### src/rtl/det101_rr_sched.sv
// det101_rr_sched: round-robin scheduler that time-shares one Moore "101"
// detector between N_REQ serial requesters. Each burst clears the detector,
// streams the owner's bits into it, then drains its latency. Matches seen
// during the stream and drain phases are attributed to the owner.
module det101_rr_sched #(
  parameter int N_REQ     = 4,
  parameter int LEN_W     = 8,
  parameter int DRAIN_CYC = 2,
  localparam int PW       = (N_REQ > 1) ? $clog2(N_REQ) : 1
) (
  input  logic             clk,
  input  logic             rst,
  input  logic [N_REQ-1:0] req,
  input  logic [N_REQ-1:0] x_in,
  input  logic [LEN_W-1:0] len,
  input  logic             det_y,
  output logic             det_x,
  output logic             det_clr,
  output logic [N_REQ-1:0] gnt,
  output logic             busy,
  output logic [N_REQ-1:0] hit,
  output logic [LEN_W-1:0] hit_cnt,
  output logic             done,
  output logic [PW-1:0]    done_id
);

  typedef enum logic [2:0] {IDLE, CLR, STREAM, DRAIN, DONE} state_t;

  localparam logic [LEN_W-1:0] DRN_LAST = LEN_W'(DRAIN_CYC);

  state_t           state;
  logic [PW-1:0]    ptr;
  logic [PW-1:0]    owner;
  logic [PW-1:0]    pick;
  logic [LEN_W-1:0] len_q;
  logic [LEN_W-1:0] bit_cnt;
  logic [LEN_W-1:0] drn_cnt;
  logic             det_live;

  // First requester at or above the pointer, wrapping modulo N_REQ.
  function automatic logic [PW-1:0] rr_pick(input logic [N_REQ-1:0] r,
                                            input logic [PW-1:0] p);
    logic [PW-1:0] sel;
    logic          found;
    int            idx;
    sel   = p;
    found = 1'b0;
    for (int i = 0; i < N_REQ; i++) begin
      idx = (int'(p) + i) % N_REQ;
      if (!found && r[idx]) begin
        sel   = PW'(idx);
        found = 1'b1;
      end
    end
    return sel;
  endfunction

  // Pointer position just past the chosen owner.
  function automatic logic [PW-1:0] rr_next(input logic [PW-1:0] o);
    return PW'((int'(o) + 1) % N_REQ);
  endfunction

  // Hit counter increment that sticks at all-ones instead of wrapping.
  function automatic logic [LEN_W-1:0] sat_inc(input logic [LEN_W-1:0] v);
    return (v == {LEN_W{1'b1}}) ? v : v + LEN_W'(1);
  endfunction

  // A zero-length request still runs as a single-bit burst.
  function automatic logic [LEN_W-1:0] len_floor(input logic [LEN_W-1:0] l);
    return (l == '0) ? LEN_W'(1) : l;
  endfunction

  assign pick     = rr_pick(req, ptr);
  assign det_live = (state == STREAM) || (state == DRAIN);

  // Burst sequencing: grant, clear, stream, drain, report.
  always_ff @(posedge clk) begin
    if (rst) begin
      state   <= IDLE;
      ptr     <= '0;
      gnt     <= '0;
      hit_cnt <= '0;
      done    <= 1'b0;
      done_id <= '0;
      bit_cnt <= '0;
      drn_cnt <= '0;
    end else begin
      done <= 1'b0;
      case (state)
        IDLE: begin
          if (|req) begin
            owner <= pick;
            ptr   <= rr_next(pick);
            len_q <= len_floor(len);
            gnt   <= N_REQ'(1) << pick;
            state <= CLR;
          end
        end
        CLR: begin
          hit_cnt <= '0;
          bit_cnt <= LEN_W'(1);
          state   <= STREAM;
        end
        STREAM: begin
          if (det_y) hit_cnt <= sat_inc(hit_cnt);
          if (bit_cnt == len_q) begin
            drn_cnt <= LEN_W'(1);
            state   <= DRAIN;
          end else begin
            bit_cnt <= bit_cnt + LEN_W'(1);
          end
        end
        DRAIN: begin
          if (det_y) hit_cnt <= sat_inc(hit_cnt);
          if (drn_cnt == DRN_LAST) begin
            gnt     <= '0;
            done    <= 1'b1;
            done_id <= owner;
            state   <= DONE;
          end else begin
            drn_cnt <= drn_cnt + LEN_W'(1);
          end
        end
        DONE:    state <= IDLE;
        default: state <= IDLE;
      endcase
    end
  end

  // Detector-facing mux, clear, hit attribution and busy flag.
  always_comb begin
    det_x   = 1'b0;
    hit     = '0;
    det_clr = rst || (state == CLR);
    busy    = (state != IDLE);
    if (state == STREAM) det_x = x_in[owner];
    if (det_live && det_y) hit = N_REQ'(1) << owner;
  end

endmodule

### config.mk
export PLATFORM = sky130hd
export DESIGN_NAME = det101_rr_sched
export DESIGN_NICKNAME = d
export VERILOG_FILES = /design/src/rtl/det101_rr_sched.sv
export SDC_FILE = /design/constraint.sdc
export NUM_CORES = 1
export LEC_CHECK = 0
export BUFFER_PORTS_ARGS = -buffer_cell sky130_fd_sc_hd__buf_2
export CORE_MARGIN = 2
export CORE_UTILIZATION = 51
export DETAILED_ROUTE_END_ITERATION = 8
export GPL_ROUTABILITY_DRIVEN = 1
export PLACE_DENSITY = 0.76
export SYNTH_ARGS = -nofsm -noshare
export SYNTH_HDL_FRONTEND = slang
export SYNTH_SLANG_ARGS = --single-unit
### constraint.sdc
create_clock -name clk -period 1.84 [get_ports clk]
set_input_delay 0.092 -clock clk [delete_from_list [all_inputs] [get_ports clk]]
set_output_delay 0.092 -clock clk [all_outputs]
set_load 0.005 [all_outputs]
==> run summary, run 1 <==
Outcome: finished, final reports clean
Row cnt: 25
Cells after Synth: 287
DRT Pass-1 Iters: 4
CTS H-Tree Depth: 2
Syn Area/Cell: 9.04 um^2
Synthesized net count: 314
GRT Total Usage: 21.8%
Slew @ Worst Pin: 0.503 ns
Number of global-route vias before repair: 2,109
Leakage: 1.27 nW
Critical Path Sink Type: flip-flop
Clock-pin slew on the worst setup and hold paths: 0.08 ns
Largest net degree at the start of global routing: 19
CTS max path bufs: 2
DIE HEIGHT: 75.3 um
DP Area: 0.00292 mm^2
Net Sw Frac: 30.7%
Aggregate routed wire length: 5810 um
DIE AREA: 0.00567 mm^2
Distinct cells, synth: 62
Area Overhead vs Synth: 18.6%
Grt ovf: 0
Hpwl dp: 4190 um
Routability cong.: 0.898
Root Driver: clkbuf_8
Peak supply drop: 0.000511 V
Yosys warning count: 0
DR WL/cell: 14.3 um
Initial core utilization: 53.9%
Worst reg2reg startpoint: len_q[6]$_SDFFCE_PN0P_
Reg power frac: 50.6%
Worst Setup SP: len_q[6]$_SDFFCE_PN0P_
Pint: 1.62 mW
Most frequent cells in the layout: 40 x buf_2, 35 x dfxtp_1, 30 x nand2_1, 21 x nor2_1
Design Area, Final: 0.00308 mm^2
Hold_sp: len[0]
Final Worst Setup Slack: 0.0997 ns
Antenna Violating Nets Remaining: 0
Diode count: 0
Vias/cell: 5.72
Arrival time worst endpoint: 1.91 ns
Setup Viol. Count Final: 0
Pwr dens: 761 mW/mm^2
Seq/Total Area, Yosys: 39.3%
RSZ-0062 raised after global routing: false
# DRC: 0
Post-synth ARST share: 0%
Slew Viols, Final: 0
Hold Vio Cnt, Final: 0
Clock share of power: 25.3%
Fin Clk Skew: 0.00268 ns
Layout cells sized above 1: 22.4%
Vias after detailed routing: 2,321
Total clock buffers created by CTS: 5
CTS tree: built
CP Data Required Time: 2.01 ns
# port buffers: 40
Crit share post-route: 94.6%
Core ar.: 0.00482 mm^2
Insertion delay to the later sink of the worst-skew pair: 0.30 ns
Max_cap viols: 0
IO Pins: 41
Logic pwr share: 24.1%
Max FO, Critical Path: 5
Global-route wire length before repair: 9490 um
Antenna violations before repair: 0
Worst setup path category: reg -> reg
Yosys reg bits: 46
DRT iter0 DRCs: 156
Psw: 719 uW
Post-synth EDFFs: 10
HP Class: in -> reg
Final Critical Period: 1.74 ns
Setup crit start kind: flip-flop
FMAX: 575 MHz
Final TNS setup: 0 ns
Chip width: 75.3 um
Layout Nets: 365
Top FF cell, synth: dfxtp_1
Max-slew headroom: 66.2%
Dpl ws: 0.119 ns
Clk sink count: 46
Most common cell after layout, fill and taps aside: buf_2
Synthesized area: 0.00259 mm^2
## cells in the mapped netlist, types with 5 or more instances
cell      number  share of area [%]
a211oi_1       6                1.7
ha_1           8                3.9
nand3_1       15                2.9
mux2i_1       16                6.2
clkbuf_1      12                1.7
a21oi_1       13                2.5
nand4_1        6                1.4
and3_1         5                1.2
dfxtp_1       36                 28
nand2_1       30                4.3
inv_1          7                1.0
nor2_1        21                3.0
edfxtp_1      10                 12
buf_2          7                1.3
o21ai_0        5               0.96
xor2_1        10                3.4
nand2b_1      10                2.4
## worst paths after layout
check	endpoint	slack, ns	depth (start not counted)
hold / removal	len_q[0]$_SDFFCE_PN1P_	0.03	2
hold reg to reg	gnt[1]$_SDFFE_PP0P_	0.46	2
setup / recovery	drn_cnt[3]$_SDFFE_PP0P_	0.1	4
setup reg to reg	drn_cnt[3]$_SDFFE_PP0P_	0.1	4
## power by group through the flow
stage | Combinational [mW] | Clock (mW) | Sequential, mW
2_1_floorplan | 0.374 | 0 | 1.18
3_3_place_gp | 0.529 | 0 | 1.20
3_5_place_dp | 0.546 | 0 | 1.21
4_1_cts | 0.560 | 0.598 | 1.18
5_1_grt | 0.629 | 0.642 | 1.20
6_report | 0.563 | 0.593 | 1.19
## layer usage
| metal | vias up | wire [um] | GRT usage [%] |
|---|---|---|---|
| li1 | 1157 | - | - |
| met1 | 1075 | 2580 | 27.5 |
| met2 | 78 | 2780 | 37.0 |
| met3 | 11 | 327 | 4.10 |
| met4 | 0 | 110 | 8.58 |
| met5 | - | 0 | 0 |
## worst max-delay path, cell delays in order, from the launching register on
cell and delay (ns):
edfxtp_1 0.38, xor2_1 0.17, or4_1 0.61, o21ai_2 0.30
a41oi_1 0.16
## final cells by class
| type | count | area (um^2) |
|---|---|---|
| multi-input cells | 212 | 1460 |
| fillers | 439 | 1740 |
| clock inverters | 3 | 11.3 |
| clock buffers | 5 | 68.8 |
| well taps | 67 | 83.8 |
| repair buffers | 63 | 390 |
| flip-flops and latches | 46 | 1020 |
| inverters | 10 | 37.5 |
## state kept, by name, indices dropped and copies added (netlist names)
signal and flops:
bit_cnt 8, done 1, done_id 2, drn_cnt 8, gnt 4, hit_cnt 8, len_q 8, owner 2
ptr 2, state 3
## metrics by stage
stage          power, mW  cells  hold WS [ns]  utilization (%)
2_1_floorplan       1.56    287         0.253                -
3_3_place_gp        1.73    391         0.284             60.6
3_5_place_dp        1.75    391         0.286             60.6
4_1_cts             2.34    406        0.0316             63.7
5_1_grt             2.47    406        0.0484             63.9
6_report            2.34    406        0.0319             63.9
## cell families (layout without fill, tap and decap cells)
kind of cell    Yosys count  in the layout  synth area share (%)
buf+inv                  29             81                  4.53
fa+ha+maj                 8              8                  3.86
xor+xnor                 10             10                  3.37
compound gates           56             56                  15.5
simple gates            121            121                  26.4
mux                      17             17                  7.04
flops                    46             46                  39.3
## repair_timing
item	CTS	global route
resized for setup	0	2
setup buffers	0	0
endpoints found under the setup margin	0	3
hold buffers	7	0
endpoints found under the hold margin	7	0
Power figures use the tool's default switching activity.
==> run 2: changes to the inputs <==
clock period = 1.6 ns   (was 1.84 ns; I/O delays follow)
==> run summary, run 2 (synthesis gave the netlist of run 1 again) <==
Antenna Violating Nets Remaining: 0 (unchanged)
Insertion delay to the later sink of the worst-skew pair: 0.31 ns (was 0.30 ns)
Arrival time worst endpoint: 1.98 ns (was 1.91 ns)
Diode count: 0 (unchanged)
Hold path depth: 2 (unchanged)
Leakage: 1.62 nW (was 1.27 nW)
Placed Cells: 427 (was 391)
Critical Path Sink Type: flip-flop (unchanged)
Crit-path cells: xor2_1 -> or4_4 -> o21a_4 -> o221a_1 (was xor2_1 -> or4_1 -> o21ai_2 -> a41oi_1)
Routability cong.: 0.902 (was 0.898)
Clk sink count: 46 (unchanged)
DRT Pass-1 Iters: 4 (unchanged)
Fin Clk Skew: 0.00647 ns (was 0.00268 ns)
CP peak stage delay: 0.60 ns (was 0.61 ns)
Most frequent cells in the layout: 61 x buf_4, 39 x buf_2, 30 x nand2_1, 29 x dfxtp_1, 20 x nor2_1 (was 40 x buf_2, 35 x dfxtp_1, 30 x nand2_1, 21 x nor2_1)
Aggregate routed wire length: 7660 um (was 5810 um)
Chip width: 75.3 um (unchanged)
Hold_sp: len[0] (unchanged)
Worst setup path category: reg -> reg (unchanged)
DRT iter0 DRCs: 91 (was 156)
Fill count: 321 (was 439)
Crit share post-route: 111% (was 94.6%)
CTS H-Tree Depth: 2 (unchanged)
Worst Setup SP: len_q[3]$_SDFFCE_PN0P_ (was len_q[6]$_SDFFCE_PN0P_)
# DRC: 0 (unchanged)
Outcome: finished, violations left (was finished, final reports clean)
Vias after detailed routing: 2,661 (was 2,321)
Global-route wire length before repair: 11,400 um (was 9490 um)
Layout Nets: 419 (was 365)
Pwr dens: 895 mW/mm^2 (was 761 mW/mm^2)
CTS max path bufs: 2 (unchanged)
Slew Viols, Final: 0 (unchanged)
Slowest-stage cell, CP: or4_4 (was or4_1)
Layout Cells excl Fill: 460 (was 406)
IO Pins: 41 (unchanged)
Area Overhead vs Synth: 46.4% (was 18.6%)
Setup crit start kind: flip-flop (unchanged)
Number of global-route vias before repair: 2,579 (was 2,109)
Max FO, Critical Path: 4 (was 5)
FMAX: 565 MHz (was 575 MHz)
Slew @ Worst Pin: 0.462 ns (was 0.503 ns)
Clock-pin slew on the worst setup and hold paths: 0.09 ns (was 0.08 ns)
Largest net degree at the start of global routing: 16 (was 19)
Max_cap viols: 0 (unchanged)
DIE HEIGHT: 75.3 um (unchanged)
Most common cell after layout, fill and taps aside: buf_4 (was buf_2)
Register-to-Register Path Depth: 4 (unchanged)
R2R Path End: drn_cnt[7]$_SDFFE_PP0P_ (was drn_cnt[3]$_SDFFE_PP0P_)
RSZ-0062 raised after global routing: true (was false)
Worst reg2reg startpoint: len_q[3]$_SDFFCE_PN0P_ (was len_q[6]$_SDFFCE_PN0P_)
Row cnt: 25 (unchanged)
Final Critical Period: 1.77 ns (was 1.74 ns)
Hold Vio Cnt, Final: 0 (unchanged)
Initial core utilization: 53.9% (unchanged)
DR WL/cell: 16.7 um (was 14.3 um)
Min-Delay Endpoint: len_q[0]$_SDFFCE_PN1P_ (unchanged)
CTS tree: built (unchanged)
Final Worst Setup Slack: -0.171 ns (was 0.0997 ns)
Vias/cell: 5.78 (was 5.72)
CP Data Required Time: 1.80 ns (was 2.01 ns)
Root Driver: clkbuf_8 (unchanged)
Max-slew headroom: 68.4% (was 66.2%)
Failing checks: negative setup slack
# port buffers: 40 (unchanged)
Final TNS setup: -1.11 ns (was 0 ns)
Grt ovf: 0 (unchanged)
DIE AREA: 0.00567 mm^2 (unchanged)
Core ar.: 0.00482 mm^2 (unchanged)
Layout cells sized above 1: 42.2% (was 22.4%)
Hpwl dp: 4760 um (was 4190 um)
Setup Viol. Count Final: 14 (was 0)
GRT Total Usage: 26.1% (was 21.8%)
HP Class: in -> reg (unchanged)
Peak supply drop: 0.000606 V (was 0.000511 V)
Total clock buffers created by CTS: 5 (unchanged)
Reg-to-reg slack, setup: -0.17 ns (was 0.1 ns)
Antenna violations before repair: 0 (unchanged)
run 2: routing by layer:
metal  vias to the layer above  routed length, um  global-route usage (%)
met5                         -                  0                       0
met4                         0                242                    12.5
met3                        25                413                    4.76
met2                       105               3940                    46.7
met1                      1278               3060                    29.9
li1                       1253                  -                       -
run 2: area by class of cell:
type / count / area [um^2] / share of cell area [%]
clock buffers: 5 / 68.8 / 1.81
clock inverters: 3 / 63.8 / 1.68
inverters: 10 / 40.0 / 1.05
multi-input cells: 213 / 1680 / 44.1
flip-flops and latches: 46 / 1040 / 27.4
well taps: 67 / 83.8 / 2.21
repair buffers: 116 / 825 / 21.7
run 2: how the worst max path moves through the flow:
stage                               to  slack (ns)  depth (start not counted)
2_1_floorplan  drn_cnt[7]$_SDFFE_PP0P_       -0.02                          4
3_3_place_gp   drn_cnt[3]$_SDFFE_PP0P_       -0.05                          4
3_5_place_dp       gnt[1]$_SDFFE_PP0P_       -0.16                          6
4_1_cts        drn_cnt[7]$_SDFFE_PP0P_       -0.12                          4
5_1_grt        drn_cnt[7]$_SDFFE_PP0P_       -0.19                          4
6_report       drn_cnt[7]$_SDFFE_PP0P_       -0.17                          4
run 2: power breakdown:
group          internal (mW)  total (mW)  switching, mW  leakage, nW
Combinational          0.496       0.987          0.491         1.16
Sequential              1.29        1.38         0.0887        0.390
Clock                  0.618        1.04          0.418       0.0658
Total                   2.40        3.40          0.998         1.62
run 2: timing repair:
item | 4_1_cts | 5_1_grt
gates resized for setup | 17 | 42
endpoints found under the setup margin | 39 | 41
cloned | 0 | 2
pin swaps | 8 | 14
buffers inserted | 9 | 7
hold endpoints to repair | 7 | 0
hold buffers | 7 | 0
run 2: through the flow:
stage | hold slack, ns | area, um^2 | util [%] | worst slack (ns) | power [mW]
CTS | 0.0226 | 3540 | 73.5 | -0.122 | 3.23
global placement | 0.272 | 3210 | 66.7 | -0.0520 | 2.11
finish | 0.0172 | 3800 | 78.9 | -0.171 | 3.40
global route | 0.0161 | 3800 | 78.9 | -0.193 | 3.53
detailed placement | 0.274 | 3210 | 66.7 | -0.162 | 2.14
floorplan | 0.241 | 2620 | - | -0.0201 | 1.81
run 2: critical path: cells and delay by family (launching register included):
family,cells,cell delay [ns]
flip-flops,1,0.39
AO/OA/AOI/OAI,2,0.47
AND/OR/NAND/NOR,1,0.60
XOR/XNOR,1,0.21
